`config.mk`:
```
export PLATFORM = sky130hd
export DESIGN_NAME = operand_mux_pipe
export DESIGN_NICKNAME = d
export VERILOG_FILES = /design/src/rtl/operand_mux_pipe.sv
export SDC_FILE = /design/constraint.sdc
export NUM_CORES = 1
export LEC_CHECK = 0
export CELL_PAD_IN_SITES_DETAIL_PLACEMENT = 1
export CELL_PAD_IN_SITES_GLOBAL_PLACEMENT = 1
export CORE_MARGIN = 5
export CORE_UTILIZATION = 35
export CTS_BUF_LIST = sky130_fd_sc_hd__clkbuf_4
export CTS_CLUSTER_DIAMETER = 150
export DETAILED_ROUTE_END_ITERATION = 8
export HOLD_SLACK_MARGIN = 0.15
export PLACE_DENSITY = 0.95
export SKIP_CTS_REPAIR_TIMING = 1
export SYNTH_ARGS = -nofsm -noshare
export SYNTH_HDL_FRONTEND = slang
export SYNTH_SLANG_ARGS = --single-unit
```
`constraint.sdc`:
```
create_clock -name Clk -period 3.4 [get_ports Clk]
set_input_delay 0.34 -clock Clk [delete_from_list [all_inputs] [get_ports Clk]]
set_output_delay 0.34 -clock Clk [all_outputs]
set_load 0.005 [all_outputs]
```
`src/rtl/operand_mux_pipe.sv`:
```
// Operand select/extend stage feeding a 2-entry skid buffer (main + skid).
// Illegal selects still flow through as zero data and are tallied in SelErr/ErrCount.
module operand_mux_pipe #(
    parameter int WIDTH   = 32,
    parameter int NSRC    = 4,
    parameter int SELW    = 2,
    parameter int IMM_IDX = 2,
    parameter int IMMW    = 16
) (
    input  logic                  Clk,
    input  logic                  Rst_n,
    input  logic [NSRC*WIDTH-1:0] SrcData,
    input  logic [SELW-1:0]       Sel,
    input  logic                  ExtMode,
    input  logic                  InValid,
    output logic                  InReady,
    output logic [WIDTH-1:0]      OutData,
    output logic                  OutValid,
    input  logic                  OutReady,
    input  logic                  Flush,
    input  logic                  ErrClr,
    output logic                  SelErr,
    output logic [7:0]            ErrCount
);

    typedef enum logic [1:0] {EMPTY, ONE, FULL} bufState;

    bufState          state, stateNext;
    logic [WIDTH-1:0] srcArr [NSRC];
    logic [WIDTH-1:0] immSrc, immExt, selData;
    logic [WIDTH-1:0] mainData, skidData;
    logic             selLegal, accept, xfer, errHit;
    logic             loadMain, loadSkid, moveSkid;
    logic             inReadyQ, outValidQ;

    for (genvar g = 0; g < NSRC; g++) begin : gSrc
        assign srcArr[g] = SrcData[g*WIDTH +: WIDTH];
    end

    assign immSrc = srcArr[IMM_IDX];

    if (IMMW < WIDTH) begin : gExt
        assign immExt = {{(WIDTH-IMMW){ExtMode & immSrc[IMMW-1]}}, immSrc[IMMW-1:0]};
    end else begin : gNoExt
        assign immExt = immSrc;
    end

    // Out-of-range selects leave selData at zero rather than reusing a stale value.
    always_comb begin
        selData  = '0;
        selLegal = 1'b0;
        for (int k = 0; k < NSRC; k++) begin
            if (Sel == SELW'(k)) begin
                selLegal = 1'b1;
                selData  = (k == IMM_IDX) ? immExt : srcArr[k];
            end
        end
    end

    assign accept = InValid & inReadyQ;
    assign xfer   = outValidQ & OutReady;
    assign errHit = accept & ~selLegal & ~Flush;

    always_comb begin
        stateNext = state;
        loadMain  = 1'b0;
        loadSkid  = 1'b0;
        moveSkid  = 1'b0;
        case (state)
            EMPTY: begin
                if (accept) begin
                    stateNext = ONE;
                    loadMain  = 1'b1;
                end
            end
            ONE: begin
                if (accept && !xfer) begin
                    stateNext = FULL;
                    loadSkid  = 1'b1;
                end else if (accept && xfer) begin
                    loadMain  = 1'b1;
                end else if (xfer) begin
                    stateNext = EMPTY;
                end
            end
            FULL: begin
                if (xfer) begin
                    stateNext = ONE;
                    moveSkid  = 1'b1;
                end
            end
            default: stateNext = EMPTY;
        endcase
        if (Flush) begin
            stateNext = EMPTY;
            loadMain  = 1'b0;
            loadSkid  = 1'b0;
            moveSkid  = 1'b0;
        end
    end

    // Handshake outputs are registered from the next state so they leave flops directly.
    always_ff @(posedge Clk or negedge Rst_n) begin
        if (!Rst_n) begin
            state     <= EMPTY;
            inReadyQ  <= 1'b1;
            outValidQ <= 1'b0;
        end else begin
            state     <= stateNext;
            inReadyQ  <= (stateNext != FULL);
            outValidQ <= (stateNext != EMPTY);
        end
    end

    always_ff @(posedge Clk or negedge Rst_n) begin
        if (!Rst_n) begin
            mainData <= '0;
            skidData <= '0;
        end else begin
            if (loadMain)      mainData <= selData;
            else if (moveSkid) mainData <= skidData;
            if (loadSkid)      skidData <= selData;
        end
    end

    // A new error in the same cycle as a clear restarts the tally at one.
    always_ff @(posedge Clk or negedge Rst_n) begin
        if (!Rst_n) begin
            SelErr   <= 1'b0;
            ErrCount <= '0;
        end else if (errHit) begin
            SelErr   <= 1'b1;
            if (ErrClr)                ErrCount <= 8'd1;
            else if (ErrCount != 8'hFF) ErrCount <= ErrCount + 8'd1;
        end else if (ErrClr) begin
            SelErr   <= 1'b0;
            ErrCount <= '0;
        end
    end

    assign InReady  = inReadyQ;
    assign OutValid = outValidQ;
    assign OutData  = mainData;

endmodule

```
==> impl_summary.md, run 1 <==
Pwr
The relative contribution of combinational cells to total power is 0.308. The completed layout was analyzed and its total power is 2.96 mW. Of the total power, the clock network draws 0.234.

The worst-case IR drop observed on VDD is approximately 0.22 mV. The net switching power figure is 809 uW. The switching share of power is 0.273. For this design the static power due to leakage is 2.45 nW.

The sequential power share is 0.458. The total power divided by cell area is between 500 and 600 nW/um^2. The internal portion of the total power is 2.16 mW.

Cells and area
Of the cells placed in the final design, the portion with a size suffix greater than 1 is 0.197. The net count reported at finish is about 600. The area growth from synthesis to layout is 47.3%.

The final-layout fill cell count is 1144. The final antenna diode count is 0.

Setup path
Grouping stages by cell kind, the critical path spends the most delay in simple AND/OR/NAND/NOR gates. The category of the most critical setup path is reg2reg. Data arrives at the worst endpoint at 2.54 ns. The critical path required time is 3.76 ns.

STA classifies the critical path startpoint as a flop. The largest fanout on the critical path is 17. The maximum single-stage delay on the critical path is 0.84 ns.

The total buffers and inverters traversed by the critical path is 1. The signal on the critical path passes through nand2b_1, nor3_2, buf_4, a221o_1. The startpoint identified for the worst register-to-register timing path is state[0]$_DFF_PN0_. The startpoint of the worst setup timing path is state[0]$_DFF_PN0_. STA classifies the critical path endpoint as a flop. The slowest library cell on the worst path is sky130_fd_sc_hd__nor3_2.

CTS
The clock sink total is 77. CTS placed an instance of sky130_fd_sc_hd__clkbuf_4 at the clock tree root. The depth of the CTS H-tree is 3. The number of buffers inserted during clock tree synthesis is 9. The clock transition at the registers of the reported paths is about 0.13 ns. The TritonCTS clock tree is done.

No sink is reached through more buffers than the 2 on the longest clock path. The clock latency on the worst-skew pair is 0.41 ns.

Synthesis
Counting flops and latches in the post-synthesis netlist gives 77. The total nets after synthesis is 447. Synthesis produced 310 cells. The biggest area contributor in the post-synthesis netlist is sky130_fd_sc_hd__dfrtp_1. The share of the Yosys chip area taken by registers is 0.488. After synthesis, the share of flip-flops with an asynchronous set or reset is 1.00. The netlist uses 32 different library cells. Ranked by total cell area, the synthesized netlist is headed by sky130_fd_sc_hd__dfrtp_1, sky130_fd_sc_hd__mux4_2, sky130_fd_sc_hd__a221o_1, sky130_fd_sc_hd__mux2_4, sky130_fd_sc_hd__mux2_2. The average instance area after synthesis is 12.7 sq um. The synthesized design contains 0 enable-type register cells. The total standard cell area after synthesis is 3950 sq um. During synthesis, Yosys emitted a total of 0 warnings. The commonest register cell after synthesis is sky130_fd_sc_hd__dfrtp_1. The area share of the largest cell type after synthesis is 0.482.

Timing
The final period demand of the worst path is about 2.2 ns. The setup total negative slack is 0 ns. Setup repair after global routing left no endpoint under its margin. For the pin with the worst max-slew slack, the measured transition is 1.11 ns. The number of hold violations in the final report is 0. Derived from the worst setup path, the maximum achievable clock frequency is 458 MHz. The final worst-path cycle share is 0.643. The worst clock skew is 0.00880 ns.

The count of endpoints failing setup in the final report is 0. The worst-case headroom to the max-slew limit is 0.258. The count of final max-slew check failures was 0.

Global routing
Global routing finished with a remaining overflow of 0. In the global route stage, overall resource usage came out at 0.187. The number of global-route vias before repair is 3651. The largest net degree at the start of global routing is 78. The number of antenna violations at the first check in global routing is 0.

The first-pass GRT wire length is ~19 mm.

Hold path
The worst hold path belongs to the class reg2reg. The startpoint identified for the worst hold timing path is skidData[18]$_DFFE_PN0P_.

Drt
The number of detailed-routing iterations run before antenna repair is 4. The first routing iteration left 113 violations. The remaining number of nets flagged by the antenna check after routing is 0. For this run, design rule violations remaining after detail routing come to 0.

The routed length per placed instance is 21.0 microns. The total via count in the routed design is 3272. In the routed layout, each cell is associated on average with a via count of around 5.4. The total wirelength of the detailed-routed design is 12.7 mm.

Run status
The run finished with clean final reports.

Place
The HPWL after detailed placement is just under 10 mm. Input and output buffers added on the ports amount to around 160. The weighted congestion reported at the end of routability-driven placement is 0.726.

Flow run
Max-cap violations in this run came to 0.

Floorplanning
The row count is 38. Measured along the x axis, the die boundary spans 116 microns. The floorplan die area is 13500 sq um.

The area of the core region is about 11000 sq um. The initial utilization of the core area, before any placement, comes to 0.361. The height of the chip is 116 microns. The number of top-level pins is 180.
[synth_stat cells, types with 6 or more instances]
cell type	count
sky130_fd_sc_hd__a21bo_2	16
sky130_fd_sc_hd__a221o_1	32
sky130_fd_sc_hd__and2_1	16
sky130_fd_sc_hd__clkbuf_1	15
sky130_fd_sc_hd__dfrtp_1	76
sky130_fd_sc_hd__mux2_2	16
sky130_fd_sc_hd__mux2_4	16
sky130_fd_sc_hd__mux4_2	16
sky130_fd_sc_hd__nand2_1	18
sky130_fd_sc_hd__nor2_1	18
sky130_fd_sc_hd__nor2b_1	9
sky130_fd_sc_hd__o21ai_0	6
sky130_fd_sc_hd__o21ai_1	10
sky130_fd_sc_hd__o22ai_1	16
[power groups by stage]
stage	combinational, mW	sequential, mW	clock (mW)
finish	0.912	1.36	0.693
floorplan	0.439	1.33	0
global route	0.981	1.39	0.758
global placement	0.867	1.34	0
detailed placement	0.926	1.38	0
CTS	0.928	1.36	0.721
[cell usage in the layout (no fill, tap or decap), drive strengths merged, types with 2 or more instances in the layout]
master and count:
a21oi 2, bufinv 3, and2 16, clkdlybuf4s50 160
nor2b 9, mux4 16, a221o 32, mux2 32
nand2 18, a21bo 16, buf 6, nor3 2
a211oi 2, o21ai 16, o22ai 16, clkbuf 9
nor2 18, clkinv 3, inv 2, dfrtp 76
[cell families after synthesis]
group,count (synthesis),share of synthesized area
multiplexers,48,0.198
buffers and inverters,28,0.0396
flip-flops,77,0.488
AND/OR/NAND/NOR,68,0.0897
AO/OA/AOI/OAI,89,0.185
[per-layer routing]
| metal | global-route usage | wire length [microns] | vias up |
|---|---|---|---|
| met3 | 0.0440 | 772 | 15 |
| li1 | - | - | 1475 |
| met1 | 0.207 | 4800 | 1674 |
| met4 | 0.0596 | 171 | 0 |
| met5 | 0 | 0 | - |
| met2 | 0.351 | 6980 | 108 |
[worst reg2reg max path, cell delays in order (launching register included)]
cell,delay [ns]
sky130_fd_sc_hd__dfrtp_1,0.46
sky130_fd_sc_hd__nand2b_1,0.21
sky130_fd_sc_hd__nor3_2,0.84
sky130_fd_sc_hd__buf_4,0.41
sky130_fd_sc_hd__a221o_1,0.21
[registers in the layout (all words and copies together), names as in the netlist]
register and flops:
skidData 32, InReady 1, OutValid 1, ErrCount 8
SelErr 1, OutData 32, state 2
[layout make-up]
cell class                 instances  area [sq um]  area share
inverter                           1          3.75    0.000645
multi-input combinational        205          1880       0.323
sequential                        77          1930       0.331
timing repair buffer             167          1650       0.284
clock inverter                     7           113      0.0194
tap                              140           175      0.0301
clock buffer                       9          67.6      0.0116
[path summary, 6_finish.rpt]
kind	cells after the start	end	slack, ns
max	4	OutData[7]$_DFFE_PN0P_	1.21
min	2	skidData[18]$_DFFE_PN0P_	0.51
max reg2reg	4	OutData[7]$_DFFE_PN0P_	1.21
min reg2reg	2	skidData[18]$_DFFE_PN0P_	0.51
max in group asynchronous	2	skidData[17]$_DFFE_PN0P_	2.13
min in group asynchronous	2	OutData[2]$_DFFE_PN0P_	0.63
[stage by stage]
step                      instance area [sq um]  hold slack (ns)  instances  utilization  setup slack (ns)
after floorplan                            3950           0.0444        310            -              1.76
after global placement                     5630            0.463        589        0.515             0.859
after detailed placement                   5630            0.479        589        0.515             0.803
after CTS                                  5810           0.0796        605        0.531              1.18
after global routing                       5820            0.530        606        0.532              1.04
final                                      5820            0.505        606        0.532              1.21
No activity file was read; power rests on OpenSTA's default activity.
==> run 2, diff against run 1 <==
--- a/config.mk
+++ b/config.mk
@@ -8,12 +8,12 @@
 export CELL_PAD_IN_SITES_DETAIL_PLACEMENT = 1
 export CELL_PAD_IN_SITES_GLOBAL_PLACEMENT = 1
 export CORE_MARGIN = 5
-export CORE_UTILIZATION = 35
+export CORE_UTILIZATION = 30
 export CTS_BUF_LIST = sky130_fd_sc_hd__clkbuf_4
 export CTS_CLUSTER_DIAMETER = 150
 export DETAILED_ROUTE_END_ITERATION = 8
 export HOLD_SLACK_MARGIN = 0.15
-export PLACE_DENSITY = 0.95
+export PLACE_DENSITY = 0.89
 export SKIP_CTS_REPAIR_TIMING = 1
 export SYNTH_ARGS = -nofsm -noshare
 export SYNTH_HDL_FRONTEND = slang
==> constraint.sdc (replaced) <==
create_clock -name Clk -period 1.7 [get_ports Clk]
set_input_delay 0.17 -clock Clk [delete_from_list [all_inputs] [get_ports Clk]]
set_output_delay 0.17 -clock Clk [all_outputs]
set_load 0.005 [all_outputs]
==> impl_summary.md, run 2 (synthesis results as in run 1) <==
Timing
The slew at the pin closest to its max-slew limit came to 0.538 ns (was 1.11 ns). The setup total negative slack is -0.171 ns (was 0 ns). The worst clock skew was 0.0110 ns (was 0.00880 ns). The count of endpoints failing setup in the final report is 15 (was 0). The count of final max-slew check failures came to 0 (unchanged).

RSZ-0062 raised after global routing: yes (was no). The fmax is 582 MHz (was 458 MHz). The final worst-path cycle share is 1.01 (was 0.643).

The worst setup slack after layout came to -0.0188 ns (was 1.21 ns). The number of hold violations in the final report is 0 (unchanged). The final period demand of the worst path was 1.72 ns (was 2.19 ns).

The worst-case headroom to the max-slew limit is 0.641 (was 0.258).

Setup path
The critical path required time was 2.01 ns (was 3.76 ns). The largest fanout on the critical path came to 10 (was 17). The type of origin of the critical path is a flop (unchanged). The arrival time at the worst endpoint is 2.03 ns (was 2.54 ns).

The category of the most critical setup path is reg2reg (unchanged). The type of element capturing the critical path was a flop (unchanged).

Place
The cell total after placement is 643 (was 589). The post-place instance area is 5910 sq um (was 5630 sq um). The weighted congestion reported at the end of routability-driven placement is 0.844 (was 0.726). The HPWL after detailed placement came to 9.94 mm (was 9.70 mm).

The count of input and output buffers is 163 (unchanged).

Cells and area
The cell area after layout came to 6230 sq um (was 5820 sq um). The final standard cell count with taps included and fillers excluded was 666 (was 606). The net count reported at finish is 621 (was 598). The area growth from synthesis to layout came to 57.7% (was 47.3%). The sequential standard cell area came to 1930 sq um (about the same). The leading cell type in the layout, fill and taps excluded is sky130_fd_sc_hd__clkdlybuf4s50_1 (unchanged).

The multi-input logic area came to 1910 sq um (was 1880 sq um). The final-layout fill cell count is 1355 (was 1144). The fraction of layout cells with a size suffix above 1 is 0.245 (was 0.197). Highest-count cells in the layout ignoring fill and taps: sky130_fd_sc_hd__clkdlybuf4s50_1, sky130_fd_sc_hd__dfrtp_1, sky130_fd_sc_hd__a221o_1 (unchanged).

Global routing
The first-pass GRT wire length is 20.3 mm (was 19.3 mm). The total global routing overflow is 0 (unchanged). The number of global-route vias before repair is 3815 (was 3651). The number of antenna violations at the first check in global routing was 1 (was 0).

The combined global-route utilization of all metal layers was 0.164 (was 0.187). The largest net degree at the start of global routing is 42 (was 78).

Drt
The post-detailed-route via-to-cell ratio came to 4.97 (was 5.40). The total via count in the routed design is 3312 (was 3272). The total wirelength of the detailed-routed design came to 13.0 mm (was 12.7 mm). The number of detailed-routing iterations run before antenna repair is 4 (unchanged). The remaining number of nets flagged by the antenna check after routing was 0 (unchanged). The post-detailed-route DRC marker count is 0 (unchanged).

The number of DRC violations after detailed-routing iteration 0 was 120 (was 113). The routed length per placed instance came to 19.5 microns (was 21.0 microns).

Pwr
The leakage power came to 2.61 nW (was 2.45 nW). The post-route total power was 6.06 mW (was 2.96 mW). The maximum vdd drop is 0.329 mV (was 0.225 mV).

The total power divided by cell area is 974 nW/um^2 (was 510 nW/um^2).

CTS
The root cell of the clock tree was sky130_fd_sc_hd__clkbuf_4 (unchanged). The depth of the CTS H-tree is 3 (unchanged). The number of buffers inserted during clock tree synthesis is 9 (unchanged). The clock latency on the worst-skew pair is 0.42 ns (was 0.41 ns). The buffer depth of the longest clock path is 2 (unchanged).

The clock sink total is 77 (unchanged). The clock transition at the registers of the reported paths was 0.12 ns (was 0.13 ns). The TritonCTS clock tree is done (unchanged).

Floorplanning
The floorplan die area is 15600 sq um (was 13500 sq um). The row count came to 42 (was 38). The height of the chip was 125 microns (was 116 microns). The die width is 125 microns (was 116 microns). The number of top-level pins is 180 (unchanged).

The starting density of the core is 0.302 (was 0.361). The area of the core region is 13100 sq um (was 10900 sq um).

Run status
Status: finished, violations left (was completed). The final reports fail on negative setup slack.

Flow run
The total of max-cap violations is 0 (unchanged).

Hold path
The class of the tightest hold or removal check is in2async (was reg2reg).
-- run 2: cell count changes in the layout (fill, tap and decap cells not counted), moves of 2 or more --
cell / change
sky130_fd_sc_hd__buf_4: +11
sky130_fd_sc_hd__buf_12: +9
sky130_fd_sc_hd__clkinv_4: +3
sky130_fd_sc_hd__buf_6: +2
sky130_fd_sc_hd__clkinv_2: -2
sky130_fd_sc_hd__dfrtp_1: -2
sky130_fd_sc_hd__dfrtp_2: +2
-- run 2: metal layers --
layer  GRT usage  vias up  wire length, microns
met1       0.173     1659                  4940
met4      0.0632        0                   346
met2       0.306      107                  7030
li1            -     1524                     -
met5           0        -                     0
met3      0.0437       22                   645
-- run 2: path summary, 6_finish.rpt --
| kind | start | endpoint | slack [ns] | depth (start not counted) |
|---|---|---|---|---|
| setup / recovery | InReady$_DFF_PN1_ | skidData[5]$_DFFE_PN0P_ | -0.02 | 4 |
| hold / removal | Rst_n | OutData[1]$_DFFE_PN0P_ | 0.28 | 2 |
| setup reg to reg | InReady$_DFF_PN1_ | skidData[5]$_DFFE_PN0P_ | -0.02 | 4 |
| hold reg to reg | skidData[17]$_DFFE_PN0P_ | skidData[17]$_DFFE_PN0P_ | 0.50 | 2 |
| max in group asynchronous | Rst_n | skidData[28]$_DFFE_PN0P_ | 0.83 | 3 |
| min in group Clk | Sel[1] | skidData[31]$_DFFE_PN0P_ | 0.33 | 4 |
-- run 2: per-stage QoR --
step,setup slack [ns],util,hold WS (ns)
after CTS,-0.153,0.467,-0.293
after global placement,-0.226,0.452,0.175
after detailed placement,-0.356,0.452,0.190
after global routing,-0.0588,0.476,0.314
after floorplan,0.0623,-,-0.126
final,-0.0188,0.476,0.278
-- run 2: critical path, stage by stage (launching register included) --
cell,delay (ns)
sky130_fd_sc_hd__dfstp_2,0.58
sky130_fd_sc_hd__nand3b_4,0.12
sky130_fd_sc_hd__or3b_4,0.45
sky130_fd_sc_hd__buf_12,0.18
sky130_fd_sc_hd__mux2_4,0.30
-- run 2: layout make-up --
| cell class | instances | area share |
|---|---|---|
| Antenna cell | 1 | 0.000402 |
| Clock buffer | 9 | 0.0109 |
| Clock inverter | 7 | 0.0199 |
| Inverter | 1 | 0.000603 |
| Multi-Input combinational cell | 205 | 0.307 |
| Sequential cell | 77 | 0.310 |
| Tap cell | 176 | 0.0354 |
| Timing Repair Buffer | 190 | 0.316 |
-- run 2: where the power goes --
part           internal, mW  leakage, nW  total, mW  switching (mW)
sequential             2.37        0.969       2.70           0.337
clock                 0.751       0.0963       1.42           0.671
combinational          1.29         1.55       1.94           0.649
==> run 3, diff against run 2 <==
--- a/config.mk
+++ b/config.mk
@@ -8,12 +8,12 @@
 export CELL_PAD_IN_SITES_DETAIL_PLACEMENT = 1
 export CELL_PAD_IN_SITES_GLOBAL_PLACEMENT = 1
 export CORE_MARGIN = 5
-export CORE_UTILIZATION = 30
+export CORE_UTILIZATION = 33
 export CTS_BUF_LIST = sky130_fd_sc_hd__clkbuf_4
 export CTS_CLUSTER_DIAMETER = 150
 export DETAILED_ROUTE_END_ITERATION = 8
 export HOLD_SLACK_MARGIN = 0.15
-export PLACE_DENSITY = 0.89
+export PLACE_DENSITY = 0.92
 export SKIP_CTS_REPAIR_TIMING = 1
 export SYNTH_ARGS = -nofsm -noshare
 export SYNTH_HDL_FRONTEND = slang
==> constraint.sdc (replaced) <==
create_clock -name Clk -period 1.9 [get_ports Clk]
set_input_delay 0.19 -clock Clk [delete_from_list [all_inputs] [get_ports Clk]]
set_output_delay 0.19 -clock Clk [all_outputs]
set_load 0.005 [all_outputs]
==> impl_summary.md, run 3 (synthesis results as in run 1) <==
CTS
The root cell of the clock tree is sky130_fd_sc_hd__clkbuf_4 (unchanged). The clock sink total is 77 (unchanged). The clock transition at the registers of the reported paths came to 0.12 ns (about the same). The buffer depth of the longest clock path is 2 (unchanged). The number of buffers inserted during clock tree synthesis is 9 (unchanged). The TritonCTS clock tree was done (unchanged).

The depth of the CTS H-tree came to 3 (unchanged). The clock latency on the worst-skew pair is 0.43 ns (was 0.42 ns).

Drt
The post-detailed-route via-to-cell ratio is 5.25 (was 4.97). The remaining number of nets flagged by the antenna check after routing is 0 (unchanged). The number of DRC violations after detailed-routing iteration 0 is 89 (was 120).

The post-detailed-route DRC marker count is 0 (unchanged). The routed length per placed instance came to 19.8 microns (was 19.5 microns). The total via count in the routed design came to 3282 (was 3312). The number of detailed-routing iterations run before antenna repair was 4 (unchanged). The total wirelength of the detailed-routed design is 12.4 mm (was 13.0 mm).

Place
The weighted congestion reported at the end of routability-driven placement came to 0.802 (was 0.844). The cell total after placement came to 608 (was 643). The HPWL after detailed placement was 9.47 mm (was 9.94 mm). The post-place instance area is 5780 sq um (was 5910 sq um). The count of input and output buffers was 163 (unchanged). The worst-case setup slack after placement is -0.0481 ns (was -0.356 ns).

Pwr
The relative contribution of the clock network to total power is 0.235 (was 0.234). The sequential power share is 0.454 (was 0.446). The leakage power is 2.53 nW (was 2.61 nW).

The net switching power figure is 1.44 mW (was 1.66 mW). The internal power consumption is 3.88 mW (was 4.41 mW). The total power divided by cell area is 891 nW/um^2 (was 974 nW/um^2). The relative contribution of combinational cells to total power is 0.311 (was 0.320). The maximum vdd drop is 0.357 mV (was 0.329 mV). The switching share of power was 0.270 (was 0.273).

Timing
The worst clock skew is 0.0156 ns (was 0.0110 ns). The count of final max-slew check failures was 0 (unchanged). The count of endpoints failing setup in the final report is 0 (was 15).

The final period demand of the worst path came to 1.75 ns (was 1.72 ns). The worst setup slack after layout came to 0.148 ns (was -0.0188 ns). The fmax came to 571 MHz (was 582 MHz). RSZ-0062 raised after global routing: no (was yes).

The slew at the pin closest to its max-slew limit was 0.674 ns (was 0.538 ns). The final worst-path cycle share came to 0.922 (was 1.01). The worst-case headroom to the max-slew limit is 0.551 (was 0.641). The number of hold violations in the final report is 0 (unchanged).

Setup path
The slowest library cell on the worst path is sky130_fd_sc_hd__dfstp_2 (unchanged). The arrival time at the worst endpoint is 2.07 ns (was 2.03 ns). The largest fanout on the critical path came to 26 (was 10).

The category of the most critical setup path is reg2reg (unchanged). Crit-path cells: nand3b_4, or3b_4, buf_12, mux2_4 (unchanged). The worst reg2reg path depth is 4 (unchanged). The launching point of the worst reg2reg path is InReady$_DFF_PN1_ (unchanged). The type of origin of the critical path is a flop (unchanged). The register-to-register setup slack is 0.15 ns (was -0.02 ns).

The maximum single-stage delay on the critical path was 0.59 ns (was 0.58 ns). The startpoint of the worst setup timing path was InReady$_DFF_PN1_ (unchanged). The type of element capturing the critical path is a flop (unchanged). The end of the worst register-to-register path was skidData[3]$_DFFE_PN0P_ (was skidData[5]$_DFFE_PN0P_).

The endpoint of the most critical setup path was skidData[3]$_DFFE_PN0P_ (was skidData[5]$_DFFE_PN0P_). The critical path required time came to 2.22 ns (was 2.01 ns).

Cells and area
Highest-count cells in the layout ignoring fill and taps: sky130_fd_sc_hd__clkdlybuf4s50_1, sky130_fd_sc_hd__dfrtp_1, sky130_fd_sc_hd__a221o_1 (unchanged). The leading cell type in the layout, fill and taps excluded was sky130_fd_sc_hd__clkdlybuf4s50_1 (unchanged). The fraction of layout cells with a size suffix above 1 was 0.218 (was 0.245).

The final-layout fill cell count is 1247 (was 1355). The net count reported at finish is 610 (was 621). The area growth from synthesis to layout is 51.3% (was 57.7%).

The cell area after layout came to 5970 sq um (was 6230 sq um). The final standard cell count with taps included and fillers excluded is 625 (was 666). The final antenna diode count was 0 (was 1).

Global routing
The number of global-route vias before repair is 3717 (was 3815). The first-pass GRT wire length is 19.8 mm (was 20.3 mm). The number of antenna violations at the first check in global routing is 0 (was 1). The largest net degree at the start of global routing is 49 (was 42).

The combined global-route utilization of all metal layers is 0.177 (was 0.164). The total global routing overflow was 0 (unchanged).

Floorplanning
The starting density of the core came to 0.333 (was 0.302). The area of the core region came to 11900 sq um (was 13100 sq um). The floorplan die area is 14300 sq um (was 15600 sq um).

The number of top-level pins is 180 (unchanged). The die width is 119 microns (was 125 microns). The row count is 40 (was 42). The height of the chip was 119 microns (was 125 microns).

Flow run
The total of max-cap violations is 0 (unchanged).

Run status
Status: completed (was finished, violations left).

Hold path
The class of the tightest hold or removal check is in2async (unchanged).
run 3: cell types whose count changed in the layout (fill, tap and decap cells not counted), sizes merged:
| cell | previous run | this run |
|---|---|---|
| buf | 28 | 18 |
| clkbuf | 10 | 9 |
| clkdlybuf4s50 | 159 | 160 |
| clkinv | 3 | 4 |
| clkinvlp | 1 | 0 |
| diode | 1 | 0 |
| dlymetal6s2s | 1 | 0 |
run 3: final cells by class:
| type | count | area (sq um) | area share |
|---|---|---|---|
| Sequential cell | 77 | 1930 | 0.323 |
| Multi-Input combinational cell | 205 | 1870 | 0.314 |
| Timing Repair Buffer | 179 | 1800 | 0.302 |
| Tap cell | 147 | 184 | 0.0308 |
| Clock inverter | 7 | 114 | 0.0191 |
| Clock buffer | 9 | 67.6 | 0.0113 |
| Inverter | 1 | 3.75 | 0.000628 |
run 3: power by group through the flow:
stage	Sequential [mW]	Clock (mW)	Combinational, mW
3_3_place_gp	2.40	0	1.59
6_report	2.42	1.25	1.65
5_1_grt	2.47	1.36	1.78
4_1_cts	2.42	1.30	1.68
3_5_place_dp	2.44	0	1.68
2_1_floorplan	2.38	0	0.785
run 3: critical path, delay by kind of cell (launching register included):
kind	cells	cell delay, ns
multiplexers	1	0.31
AND/OR/NAND/NOR	2	0.56
buffers and inverters	1	0.19
flip-flops	1	0.59
run 3: worst min path at each step:
stage / slack, ns / cells after the start / to
2_1_floorplan: -0.11 / 0 / ErrCount[0]$_DFFE_PN0P_
3_3_place_gp: 0.19 / 1 / ErrCount[5]$_DFFE_PN0P_
3_5_place_dp: 0.19 / 1 / ErrCount[1]$_DFFE_PN0P_
4_1_cts: -0.31 / 1 / ErrCount[7]$_DFFE_PN0P_
5_1_grt: 0.33 / 2 / skidData[29]$_DFFE_PN0P_
6_report: 0.27 / 2 / ErrCount[0]$_DFFE_PN0P_
run 3: stage by stage:
step,utilization,setup TNS [ns],total power [mW],hold WS (ns)
floorplan,-,0,3.17,-0.106
global placement,0.488,0,3.99,0.188
detailed placement,0.488,-0.941,4.12,0.190
CTS,0.503,0,5.40,-0.305
global route,0.504,0,5.62,0.325
finish,0.504,0,5.32,0.275
run 3: layer usage:
metal | GRT usage | up-vias | share of wire
met5 | 0 | - | 0
li1 | - | 1505 | -
met2 | 0.334 | 102 | 0.54
met1 | 0.186 | 1659 | 0.38
met4 | 0.0551 | 0 | 0.017
met3 | 0.0532 | 16 | 0.065
